<file path="src/rtl/i2c_slave_if.sv">
// Bus/register-port bundle between the I2C target and its environment.
// The slave modport is the target's view; master is the pad/register-file side.
interface i2c_slave_if;
    logic       i2c_clk;
    logic       i2c_sda;
    logic       sda_oen;
    logic [7:0] reg_addr;
    logic [7:0] reg_rdata;
    logic [7:0] reg_wdata;
    logic       reg_we;
    logic       busy;

    modport slave (
        input  i2c_clk, i2c_sda, reg_rdata,
        output sda_oen, reg_addr, reg_wdata, reg_we, busy
    );

    modport master (
        output i2c_clk, i2c_sda, reg_rdata,
        input  sda_oen, reg_addr, reg_wdata, reg_we, busy
    );
endinterface

</file>
<file path="src/rtl/i2c_slave.sv">
// I2C target with register pointer: oversampled SCL/SDA, START/STOP detect,
// pointer byte then write bytes or auto-incrementing read bytes.
module i2c_slave #(
    parameter logic [6:0] DEVICE_ADDR = 7'h50,
    parameter int         SDA_HOLD    = 4
) (
    input  logic        clk,
    input  logic        rst,
    i2c_slave_if.slave  bus
);

    typedef enum logic [3:0] {
        IDLE, ADDR, ADDR_ACK, REG, REG_ACK,
        WDATA, WDATA_ACK, RDATA, RDATA_ACK, WAIT
    } state_t;

    state_t      state, state_n;
    logic [1:0]  scl_sync, sda_sync;
    logic        scl_d, sda_d;
    logic        scl, sda;
    logic        scl_rise, scl_fall, start, stop;
    logic [SDA_HOLD-1:0] hold_pipe;
    logic        fall_act;

    logic [7:0]  shreg, shreg_n;
    logic [2:0]  bit_cnt, cnt_n;
    logic        byte_done, done_n;
    logic        rw, rw_n;
    logic        inc_pend, inc_n;
    logic        oen_q, oen_n;
    logic [7:0]  addr_q, addr_n;
    logic [7:0]  wdata_q, wdata_n;
    logic        we_q, we_n;
    logic        busy_q, busy_n;

    assign scl      = scl_sync[1];
    assign sda      = sda_sync[1];
    assign scl_rise = scl & ~scl_d;
    assign scl_fall = ~scl & scl_d;
    assign start    = scl & scl_d & sda_d & ~sda;
    assign stop     = scl & scl_d & ~sda_d & sda;
    assign fall_act = hold_pipe[SDA_HOLD-1];

    assign bus.sda_oen   = oen_q;
    assign bus.reg_addr  = addr_q;
    assign bus.reg_wdata = wdata_q;
    assign bus.reg_we    = we_q;
    assign bus.busy      = busy_q;

    // Synchronizers reset to the idle-bus level so release of reset is not seen as an edge on SDA.
    always_ff @(posedge clk or negedge rst) begin
        if (!rst) begin
            scl_sync  <= 2'b11;
            sda_sync  <= 2'b11;
            scl_d     <= 1'b1;
            sda_d     <= 1'b1;
            hold_pipe <= '0;
        end else begin
            scl_sync  <= {scl_sync[0], bus.i2c_clk};
            sda_sync  <= {sda_sync[0], bus.i2c_sda};
            scl_d     <= scl;
            sda_d     <= sda;
            if (start || stop)
                hold_pipe <= '0;
            else
                hold_pipe <= {hold_pipe[SDA_HOLD-2:0], scl_fall};
        end
    end

    always_ff @(posedge clk or negedge rst) begin
        if (!rst) begin
            state     <= IDLE;
            shreg     <= '0;
            bit_cnt   <= 3'd7;
            byte_done <= 1'b0;
            rw        <= 1'b0;
            inc_pend  <= 1'b0;
            oen_q     <= 1'b1;
            addr_q    <= '0;
            wdata_q   <= '0;
            we_q      <= 1'b0;
            busy_q    <= 1'b0;
        end else begin
            state     <= state_n;
            shreg     <= shreg_n;
            bit_cnt   <= cnt_n;
            byte_done <= done_n;
            rw        <= rw_n;
            inc_pend  <= inc_n;
            oen_q     <= oen_n;
            addr_q    <= addr_n;
            wdata_q   <= wdata_n;
            we_q      <= we_n;
            busy_q    <= busy_n;
        end
    end

    always_comb begin
        state_n = state;
        shreg_n = shreg;
        cnt_n   = bit_cnt;
        done_n  = byte_done;
        rw_n    = rw;
        inc_n   = 1'b0;
        oen_n   = oen_q;
        addr_n  = addr_q;
        wdata_n = wdata_q;
        we_n    = 1'b0;
        busy_n  = busy_q;

        // Write pointer advances the clk after the strobe so reg_we sees the old address.
        if (inc_pend)
            addr_n = addr_q + 8'd1;

        if (start) begin
            state_n = ADDR;
            cnt_n   = 3'd7;
            done_n  = 1'b0;
            oen_n   = 1'b1;
        end else if (stop) begin
            state_n = IDLE;
            done_n  = 1'b0;
            oen_n   = 1'b1;
            busy_n  = 1'b0;
        end else if (scl_rise) begin
            case (state)
                ADDR, REG, WDATA: begin
                    shreg_n = {shreg[6:0], sda};
                    cnt_n   = bit_cnt - 3'd1;
                    if (bit_cnt == 3'd0)
                        done_n = 1'b1;
                end
                RDATA_ACK: begin
                    if (!sda) begin
                        addr_n = addr_q + 8'd1;
                    end else begin
                        busy_n  = 1'b0;
                        state_n = WAIT;
                    end
                end
                default: ;
            endcase
        end else if (fall_act) begin
            case (state)
                ADDR: begin
                    if (byte_done) begin
                        done_n = 1'b0;
                        if (shreg[7:1] == DEVICE_ADDR) begin
                            oen_n   = 1'b0;
                            busy_n  = 1'b1;
                            rw_n    = shreg[0];
                            state_n = ADDR_ACK;
                        end else begin
                            busy_n  = 1'b0;
                            state_n = WAIT;
                        end
                    end
                end
                ADDR_ACK, RDATA_ACK: begin
                    if (state == RDATA_ACK || rw) begin
                        shreg_n = bus.reg_rdata;
                        oen_n   = bus.reg_rdata[7];
                        cnt_n   = 3'd7;
                        state_n = RDATA;
                    end else begin
                        oen_n   = 1'b1;
                        state_n = REG;
                    end
                end
                REG: begin
                    if (byte_done) begin
                        done_n  = 1'b0;
                        addr_n  = shreg;
                        oen_n   = 1'b0;
                        state_n = REG_ACK;
                    end
                end
                WDATA: begin
                    if (byte_done) begin
                        done_n  = 1'b0;
                        wdata_n = shreg;
                        we_n    = 1'b1;
                        inc_n   = 1'b1;
                        oen_n   = 1'b0;
                        state_n = WDATA_ACK;
                    end
                end
                REG_ACK, WDATA_ACK: begin
                    oen_n   = 1'b1;
                    state_n = WDATA;
                end
                RDATA: begin
                    if (bit_cnt == 3'd0) begin
                        oen_n   = 1'b1;
                        state_n = RDATA_ACK;
                    end else begin
                        shreg_n = {shreg[6:0], 1'b0};
                        oen_n   = shreg[6];
                        cnt_n   = bit_cnt - 3'd1;
                    end
                end
                default: ;
            endcase
        end
    end

endmodule
</file>
<file path="src/flat_wrapper.sv">
// flat-port wrapper written by rule: the top's interface ports become plain ports
module i2c_slave_flat 
#(
    parameter logic [6:0] DEVICE_ADDR = 7'h50,
    parameter int         SDA_HOLD    = 4
)
  (clk, rst, bus_i2c_clk, bus_i2c_sda, bus_reg_rdata, bus_sda_oen, bus_reg_addr, bus_reg_wdata, bus_reg_we, bus_busy);
  i2c_slave_if bus_i ();
  input  logic clk;
  input  logic rst;
  input wire logic [$bits(bus_i.i2c_clk)-1:0] bus_i2c_clk;
  input wire logic [$bits(bus_i.i2c_sda)-1:0] bus_i2c_sda;
  input wire logic [$bits(bus_i.reg_rdata)-1:0] bus_reg_rdata;
  output wire logic [$bits(bus_i.sda_oen)-1:0] bus_sda_oen;
  output wire logic [$bits(bus_i.reg_addr)-1:0] bus_reg_addr;
  output wire logic [$bits(bus_i.reg_wdata)-1:0] bus_reg_wdata;
  output wire logic [$bits(bus_i.reg_we)-1:0] bus_reg_we;
  output wire logic [$bits(bus_i.busy)-1:0] bus_busy;
  assign bus_i.i2c_clk = bus_i2c_clk;
  assign bus_i.i2c_sda = bus_i2c_sda;
  assign bus_i.reg_rdata = bus_reg_rdata;
  assign bus_sda_oen = bus_i.sda_oen;
  assign bus_reg_addr = bus_i.reg_addr;
  assign bus_reg_wdata = bus_i.reg_wdata;
  assign bus_reg_we = bus_i.reg_we;
  assign bus_busy = bus_i.busy;
  i2c_slave #(.DEVICE_ADDR(DEVICE_ADDR), .SDA_HOLD(SDA_HOLD)) u_core (.clk(clk), .rst(rst), .bus(bus_i));
endmodule
</file>
<file path="config.mk">
export PLATFORM = sky130hd
export DESIGN_NAME = i2c_slave_flat
export DESIGN_NICKNAME = d
export VERILOG_FILES = /design/src/rtl/i2c_slave_if.sv /design/src/rtl/i2c_slave.sv /design/src/flat_wrapper.sv
export SDC_FILE = /design/constraint.sdc
export NUM_CORES = 1
export LEC_CHECK = 0
export ABC_AREA = 0
export CAP_MARGIN = 10
export CORE_MARGIN = 8
export CORE_UTILIZATION = 56
export CTS_BUF_LIST = sky130_fd_sc_hd__clkbuf_8 sky130_fd_sc_hd__clkbuf_16
export DETAILED_ROUTE_END_ITERATION = 12
export PLACE_DENSITY = 0.87
export SLEW_MARGIN = 0
export SYNTH_ARGS = -nofsm -noshare
export SYNTH_HDL_FRONTEND = slang
export SYNTH_SLANG_ARGS = --single-unit
</file>
<file path="constraint.sdc">
create_clock -name clk -period 2.8 [get_ports clk]
set_clock_uncertainty 0.05 [all_clocks]
set_input_delay 0.56 -clock clk [delete_from_list [all_inputs] [get_ports clk]]
set_output_delay 0.56 -clock clk [all_outputs]
set_load 0.01 [all_outputs]
</file>
After elaboration in Yosys (flattened, before gate mapping)
Index checks and enable logic that the tools add are counted.
{ "op_classes": {"add_sub_neg": 2, "n_eq_ne": 31, "n_mux": 68, "bitwise": 14, "n_reduce_logical": 26} }
{ "ops": {"columns": ["cell", "n"], "rows": [
  ["$mux 8", 14],
  ["$mux 4", 12],
  ["$mux 1", 30],
  ["$mux 3", 8],
  ["$pmux 4 s6", 1],
  ["$reduce_and 6->1", 4],
  ["$ne 5x1->1 const B", 4],
  ["$reduce_bool 3->1", 6],
  ["$eq 4x3->1 const B", 4],
  ["$ne 4x1->1 const B", 4],
  ["$pmux 8 s2", 1],
  ["$reduce_and 7->1", 2],
  ["$ne 4x4->1 const B", 3],
  ["$ne 3x3->1 const B", 3],
  ["$reduce_bool 9->1", 1],
  ["$add 8x1->8 const B", 1],
  ["$eq 4x2->1 const B", 2],
  ["$ne 4x2->1 const B", 2],
  ["$reduce_and 8->1", 1],
  ["$reduce_bool 4->1", 2],
  ["$and 1x1->1", 7],
  ["$eq 7x7->1 const B", 1],
  ["$not 1->1", 7],
  ["$reduce_bool 7->1", 1],
  ["other kinds (16)", 20]
]} }
{ "word_totals": {"regBits": 46, "out_inout_bits": 19, "wordCells": 156} }

Logic depth before layout (Yosys ltp)
Gate-level depths: netlist of the first run.
{ "depth": {"word_depth": 8, "mapped_depth": 8} }

Worst setup path after synthesis of the first run
OpenSTA, ideal clock, no wires.
{ "synth_timing": {"kind": "flip-flop to flip-flop", "from": "register u_core.scl_sync[1]", "to": "register u_core.shreg[6]", "setup_ns": 0.128, "arrival_ns": 1.886, "path_slack_ns": 0.736, "stages_incl_launch_ff": 7, "path_buffers": 2, "synth_period_minus_slack_ns": 2.064, "path_cell_list": "dfstp_2 clkbuf_1 nand2b_1 buf_2 nand2_1 mux2_2 mux2_1"} }
{ "synth_between": {"elab_chain_len": 5, "word_cells_on_any_way": 15, "cone_classes": "3 x eq/ne; 1 x mux; 8 x bitwise; 3 x reduce/logical"} }
{ "synth_lines": {"columns": ["item", "line", "rtl"], "rows": [
  ["start, declared", "i2c_slave.sv:18", "logic [1:0] scl_sync, sda_sync;"],
  ["start signal, assigned", "i2c_slave.sv:59", "scl_sync <= {scl_sync[0], bus.i2c_clk};"],
  ["$and 1x1->1", "i2c_slave.sv:40, i2c_slave.sv:41", null],
  ["$and 1x1->1, on equally long branches (2 in a row)", "i2c_slave.sv:40, i2c_slave.sv:41", null],
  ["$not 1->1 (no source line)", null, null],
  ["$reduce_and 7->1 (no source line)", null, null],
  ["end signal, assigned", "i2c_slave.sv:85", "shreg <= shreg_n;"],
  ["end, declared", "i2c_slave.sv:25", "logic [7:0] shreg, shreg_n;"]
]} }
Parallel ways exist; a longest one is shown, timed or not.
A chain may end at the register's enable or synchronous reset.

Worst setup path after layout of the first run
{ "layout_timing": {"from": "register u_core.state[0]", "to": "register u_core.rw"} }
{ "layout_between": {"elab_chain_len": 2} }
{ "layout_lines": {"columns": ["item", "line", "rtl"], "rows": [
  ["start, declared", "i2c_slave.sv:17", "state_t state, state_n;"],
  ["start signal, assigned", "i2c_slave.sv:84", "state <= state_n;"],
  ["$eq 4x1->1", "i2c_slave.sv:144", "case (state)"],
  ["$reduce_and 7->1 (no source line)", null, null],
  ["end signal, assigned", "i2c_slave.sv:88", "rw <= rw_n;"],
  ["end, declared", "i2c_slave.sv:28", "logic rw, rw_n;"]
]} }
Every way passes these cells.

==> metrics.log, run 1 <==
INFO  metric ys_types = 62
INFO  metric timing.final.hold_violations = 0
INFO  metric port_buffers = 30
INFO  metric deepest_level_of_the_cts_h_tree = 2
INFO  metric grt_setup_unrepaired = no
INFO  metric yosysWarnings = 0
INFO  metric worst_slew_margin_relative_to_its_limit = 0.353
INFO  metric arrival = 2.47 ns
INFO  metric grt_use_total = 0.190
INFO  metric dp.final_hpwl = 4540 µm
INFO  metric final_util = 0.670
INFO  metric filler_cell_count = 371
INFO  metric setup_total_negative_slack = 0 ns
INFO  metric ir_drop = between 0.3 and 0.4 mV
INFO  metric cts_hold_repair.buffers = 0
INFO  metric post_synth_instance_area = around 2700 µm²
INFO  metric final_cell_mix = 36 x sky130_fd_sc_hd__dfrtp_1, 29 x sky130_fd_sc_hd__clkdlybuf4s50_1, 25 x sky130_fd_sc_hd__nand2_1
INFO  metric clkLatencyLatePin = approximately 0.30 ns
INFO  metric power_density = 562 nW/µm²
INFO  metric diodes = 0
INFO  metric drt.antenna.violating_nets = 0
INFO  metric totalWireLength = around 6600 µm
INFO  metric cp.buffers_inverters = 0
INFO  metric floorplan.rows = 25
INFO  metric final_common_cell = sky130_fd_sc_hd__dfrtp_1
INFO  metric grt_start_max_net_pins = 46
INFO  metric wire_per_inst = approximately 18 µm
INFO  metric grt_antenna_before_repair = 0
INFO  metric clkSinkCount = 46
INFO  metric syn-mean-instance-area = 9.95 µm²
INFO  metric start_util = 0.577
INFO  metric worst-endpoint-required = 2.94 ns
INFO  metric cp_max_fo = 16
INFO  metric outcome = finished clean
INFO  metric grt_pass1_wl = 11,200 µm
INFO  metric max-cap-violations = 0
INFO  metric cellLeakagePower = 1.26 nW
INFO  metric worst_path_max_delay_cell = sky130_fd_sc_hd__dfrtp_1
INFO  metric setup.worst_path.start_class = register
INFO  metric min_period = between 2 and 2.5 ns
INFO  metric worst_path_dominant_cell_family = simple AND/OR/NAND/NOR gates
INFO  metric routed_via_density = 6.18
INFO  metric core_area = 4720 µm²
INFO  metric cts.repair.resized = 0
INFO  metric ys_seq_elements = between 40 and 50
INFO  metric finalSetupViolations = 0
INFO  metric mappedNetlistNets = 289
INFO  metric layout_area_growth_over_synthesis = 16.1%
INFO  metric first_iter_violations = 424
INFO  metric fmax = 429 MHz
INFO  metric via_count = 2,254
INFO  metric die_x = approximately 86 µm
INFO  metric nNetsFinal = 312
INFO  metric worstSetupPathType = register to register
INFO  metric worst-slew-pin-transition = 0.971 ns
INFO  metric whs = 0.310 ns
INFO  metric firstDrtPassIters = 4
INFO  metric synth-seq-area-share = 0.427
INFO  metric maxSlewViolCount = 0
INFO  metric worst_hold_path_type = register to register
INFO  metric drc = 0
INFO  metric period_share = 0.832
INFO  metric ys_async_sr_fraction = 1.00
INFO  metric drive_gt1_frac = 0.181
INFO  metric path_cells = nand2b_1, or4_1, nor3b_1, mux2_2
INFO  metric pin_count = 31
INFO  metric cp-end-kind = register
INFO  metric clock_tree_from_tritoncts = yes
INFO  metric floorplan.die_area = 7350 µm²
INFO  metric place.gp.congestion = a little over 0.9
INFO  metric grt_pass1_vias = about 2,200
INFO  metric synth_enable_flop_cells = 0
INFO  metric die_ht = 85.8 µm
INFO  metric cts_setup_buffers = 0
INFO  metric postSynth.topFlopCell = sky130_fd_sc_hd__dfrtp_1
INFO  metric clock-root-buffer = sky130_fd_sc_hd__clkbuf_8
INFO  metric cts_buffers = 5
INFO  metric clock_transition_time_at_the_flip_flop_clock_pins_of_the_worst_setup_and_hold_paths = approximately 0.09 ns
INFO  metric overflow = 0
INFO  metric synth_cells = 274
INFO  metric timing.critical_path.slowest_cell_delay = 0.68 ns
INFO  metric cts_max_path_buffers = 2
-- layer usage --
metal	global-route usage	up-vias	part of all wire
met3	0.0411	24	0.068
met5	0	-	0
li1	-	1050	-
met4	0.0860	0	0.028
met2	0.289	118	0.46
met1	0.253	1062	0.44
-- state kept, by name (all words and copies together), names as in the netlist --
| name | count |
|---|---|
| u_core.sda_d | 1 |
| u_core.bus.reg_wdata | 8 |
| u_core.scl_d | 1 |
| u_core.shreg | 8 |
| u_core.bus.sda_oen | 1 |
| u_core.byte_done | 1 |
| u_core.bus.busy | 1 |
| u_core.rw | 1 |
| u_core.hold_pipe | 4 |
| u_core.bus.reg_addr | 8 |
| u_core.sda_sync | 2 |
| u_core.inc_pend | 1 |
| u_core.scl_sync | 2 |
| u_core.bit_cnt | 3 |
| u_core.state | 4 |
-- through the flow --
step           setup slack [ns]  cell area (µm²)  total power, mW  std cells
6_report                  0.471             3160             1.78        365
4_1_cts                   0.519             3160             1.78        365
5_1_grt                   0.360             3160             1.86        365
3_3_place_gp              0.622             3050             1.27        357
2_1_floorplan             0.736             2730             1.13        274
3_5_place_dp              0.522             3050             1.28        357
-- where the power goes --
group | switching [mW] | leakage, nW | internal (mW)
clock network | 0.229 | 0.0556 | 0.263
registers | 0.172 | 0.566 | 0.762
logic | 0.171 | 0.642 | 0.182
total | 0.573 | 1.26 | 1.21
-- cell type report --
type,instances,area (µm²),area share
multi-input combinational,200,1440,0.455
sequential,46,1160,0.368
timing repair buffer,35,333,0.105
tap,67,83.8,0.0265
clock buffer,5,68.8,0.0217
clock inverter,3,41.3,0.0130
inverter,9,33.8,0.0107
-- cell families after synthesis --
logic type      count (synthesis)  synth area share
mux                            24            0.0960
buf+inv                        28            0.0445
compound gates                 73             0.195
xor+xnor                       14            0.0478
simple gates                   86             0.176
fa+ha+maj                       3            0.0138
flops                          46             0.427
-- Yosys cell counts (all sizes together) (4+ instances only) --
cell / instances / share of area
nand2: 25 / 0.034
nand2b: 7 / 0.016
xnor2: 7 / 0.025
nand3: 5 / 0.0092
buf: 8 / 0.017
nor2: 15 / 0.021
xor2: 7 / 0.022
inv: 9 / 0.012
nor3: 5 / 0.0092
dfstp: 10 / 0.096
o211ai: 4 / 0.011
o21ai: 8 / 0.015
a31oi: 7 / 0.016
dfrtp: 36 / 0.33
nand4: 5 / 0.011
o221ai: 7 / 0.022
a21oi: 22 / 0.042
mux2i: 7 / 0.026
clkbuf: 11 / 0.015
mux2: 17 / 0.070
-- path summary, 6_finish.rpt --
| check | to | slack (ns) | from | depth (start not counted) |
|---|---|---|---|---|
| worst min register to register | u_core.scl_sync[1]$_DFF_PN1_ | 0.31 | u_core.scl_sync[0]$_DFF_PN1_ | 0 |
| max in group asynchronous | u_core.bus.sda_oen$_DFFE_PN1P_ | 1.64 | rst | 2 |
| worst max register to register | u_core.rw$_DFFE_PN0P_ | 0.47 | u_core.state[0]$_DFFE_PN0P_ | 4 |
| worst max-delay path | u_core.rw$_DFFE_PN0P_ | 0.47 | u_core.state[0]$_DFFE_PN0P_ | 4 |
| min in group asynchronous | u_core.bus.reg_wdata[4]$_DFFE_PN0P_ | 0.36 | rst | 1 |
| worst min-delay path | u_core.scl_sync[1]$_DFF_PN1_ | 0.31 | u_core.scl_sync[0]$_DFF_PN1_ | 0 |
(Power assumes the default switching activity.)
==> run 2: changes to the inputs <==
CORE_UTILIZATION = 51   (was 56)
PLACE_DENSITY = 0.83   (was 0.87)
clock period = 2.1 ns   (was 2.8 ns; I/O delays follow)
==> run 2 against run 1 <==
Net effect: clock power grew 40%; global-route usage is 1.4 points lower; sequential share of layout area is 2.7 points lower; sequential power is 28% higher; worst hold slack lost 0.00070 ns; final area rose by 8.1%; critical path depth rose by 2; maximum frequency rose by 11%; count of clock-buffer cells in the layout stayed put; sequential cell count stayed put; register-to-register slack lost 0.46 ns; non-clock buffer count increased by 28; largest power group unchanged.
==> metrics.log, run 2 (same netlist as run 1, synthesis figures left out) <==
INFO  metric outcome = finished clean
INFO  metric worst-r2r-setup-slack = 0.008 ns
INFO  metric fmax = 478 MHz
INFO  metric dp.final_hpwl = around 5000 µm
INFO  metric maxSlewViolCount = 0
INFO  metric wire_per_inst = 17.2 µm
INFO  metric timing.final.hold_violations = 0
INFO  metric worstReg2RegEnd = u_core.shreg[0]$_DFFE_PN0P_
INFO  metric floorplan.rows = 26
INFO  metric via_count = 2,338
INFO  metric finalSetupViolations = 0
INFO  metric port_buffers = 30
INFO  metric clkLatencyLatePin = roughly 0.31 ns
INFO  metric die_ht = 89.1 µm
INFO  metric clkSinkCount = 46
INFO  metric whs = a little over 0.3 ns
INFO  metric core_area = 5140 µm²
INFO  metric filler_cell_count = 391
INFO  metric grt_pass1_vias = 2,241
INFO  metric cp-end-kind = register
INFO  metric worstSetupPathType = register to register
INFO  metric grt_antenna_before_repair = 0
INFO  metric grt_use_total = 0.177
INFO  metric grt_setup_unrepaired = yes
INFO  metric grt_pass1_wl = 10,900 µm
INFO  metric worst_r2r_startpoint = u_core.state[1]$_DFFE_PN0P_
INFO  metric routed_via_density = 5.90
INFO  metric clock_transition_time_at_the_flip_flop_clock_pins_of_the_worst_setup_and_hold_paths = 0.09 ns
INFO  metric cp_max_fo = 12
INFO  metric drc = 0
INFO  metric pin_count = 31
INFO  metric final_util = 0.666
INFO  metric cts_max_path_buffers = 2
INFO  metric cts_buffers = 5
INFO  metric deepest_level_of_the_cts_h_tree = 2
INFO  metric drive_gt1_frac = 0.282
INFO  metric final_cell_mix = 33 x sky130_fd_sc_hd__dfrtp_1, 32 x sky130_fd_sc_hd__buf_4, 29 x sky130_fd_sc_hd__clkdlybuf4s50_1
INFO  metric worst-endpoint-required = ~2.2 ns
INFO  metric overflow = 0
INFO  metric place.gp.congestion = between 0.9 and 1
INFO  metric max-cap-violations = 0
INFO  metric worst_setup_path_endpoint = u_core.shreg[0]$_DFFE_PN0P_
INFO  metric clock_tree_from_tritoncts = yes
INFO  metric start_util = 0.530
INFO  metric layout_area_growth_over_synthesis = 25.6%
INFO  metric clock-root-buffer = sky130_fd_sc_hd__clkbuf_8
INFO  metric min_period = 2.09 ns
INFO  metric arrival = roughly 2.2 ns
INFO  metric period_share = 0.996
INFO  metric floorplan.die_area = 7940 µm²
INFO  metric worst-slew-pin-transition = approximately 0.55 ns
INFO  metric final_common_cell = sky130_fd_sc_hd__dfrtp_1
INFO  metric worst_setup_path_startpoint = u_core.state[1]$_DFFE_PN0P_
INFO  metric cellLeakagePower = 1.43 nW
INFO  metric grt_start_max_net_pins = 20
INFO  metric totalWireLength = 6830 µm
INFO  metric worst_hold_path_type = register to register
INFO  metric nNetsFinal = 340
INFO  metric power_density = 726 nW/µm²
INFO  metric first_iter_violations = 273
INFO  metric firstDrtPassIters = 4
INFO  metric drt.antenna.violating_nets = 0
INFO  metric diodes = 0
INFO  metric r2r.worst_path.cells = 6
INFO  metric ir_drop = between 0.4 and 0.5 mV
INFO  metric worst_slew_margin_relative_to_its_limit = 0.632
INFO  metric die_x = 89.1 µm
INFO  metric setup.worst_path.start_class = register
-- run 2: where the power goes --
part	leakage [nW]	switching (mW)	internal, mW
Sequential	0.562	0.183	1.02
Combinational	0.806	0.283	0.314
Clock	0.0591	0.323	0.363
-- run 2: worst max-delay path, stage by stage, from the launching register on --
cell,delay [ns]
sky130_fd_sc_hd__dfrtp_2,0.50
sky130_fd_sc_hd__buf_4,0.17
sky130_fd_sc_hd__xnor2_1,0.12
sky130_fd_sc_hd__o32a_1,0.32
sky130_fd_sc_hd__o32ai_2,0.35
sky130_fd_sc_hd__nand2_2,0.14
sky130_fd_sc_hd__mux2_1,0.32
-- run 2: worst min-delay path by stage --
| stage | start | depth (start not counted) | end | slack, ns |
|---|---|---|---|---|
| 6_report | u_core.scl_sync[0]$_DFF_PN1_ | 0 | u_core.scl_sync[1]$_DFF_PN1_ | 0.31 |
| 2_1_floorplan | rst | 0 | u_core.bus.busy$_DFFE_PN0P_ | 0.07 |
| 3_5_place_dp | rst | 1 | u_core.bus.reg_addr[7]$_DFF_PN0_ | 0.30 |
| 5_1_grt | u_core.scl_sync[0]$_DFF_PN1_ | 0 | u_core.scl_sync[1]$_DFF_PN1_ | 0.31 |
| 3_3_place_gp | rst | 1 | u_core.bus.reg_wdata[5]$_DFFE_PN0P_ | 0.29 |
| 4_1_cts | u_core.scl_sync[0]$_DFF_PN1_ | 0 | u_core.scl_sync[1]$_DFF_PN1_ | 0.31 |
-- run 2: stage by stage --
step           worst slack (ns)  power [mW]  cells  area [µm²]  TNS (ns)
4_1_cts                  0.0156        2.45    390        3340         0
3_5_place_dp            0.00343        1.76    381        3220         0
5_1_grt                 -0.0485        2.62    396        3420    -0.247
3_3_place_gp             0.0520        1.74    381        3220         0
6_report                0.00847        2.49    396        3420         0
2_1_floorplan            0.0364        1.50    274        2730         0
-- run 2: per-layer routing --
| metal | wire, µm | vias up | share of wire | GRT usage |
|---|---|---|---|---|
| li1 | - | 1102 | - | - |
| met1 | 2970 | 1138 | 0.43 | 0.229 |
| met2 | 3320 | 87 | 0.49 | 0.284 |
| met3 | 457 | 11 | 0.067 | 0.0386 |
| met4 | 92 | 0 | 0.013 | 0.0604 |
| met5 | 0 | - | 0 | 0 |
-- run 2: repair_timing --
action,in CTS,in global routing
resized for setup,1,11
hold endpoints to repair,14,0
hold buffers,1,0
pin swaps,2,3
endpoints found under the setup margin,4,10
setup buffers,0,6
-- run 2: final cells by class --
| cell class | count | area [µm²] | share of cell area |
|---|---|---|---|
| Inverter | 9 | 33.8 | 0.00987 |
| Clock buffer | 5 | 68.8 | 0.0201 |
| Clock inverter | 3 | 47.5 | 0.0139 |
| Multi-Input combinational cell | 200 | 1470 | 0.430 |
| Timing Repair Buffer | 63 | 546 | 0.159 |
| Sequential cell | 46 | 1170 | 0.341 |
| Tap cell | 70 | 87.6 | 0.0256 |
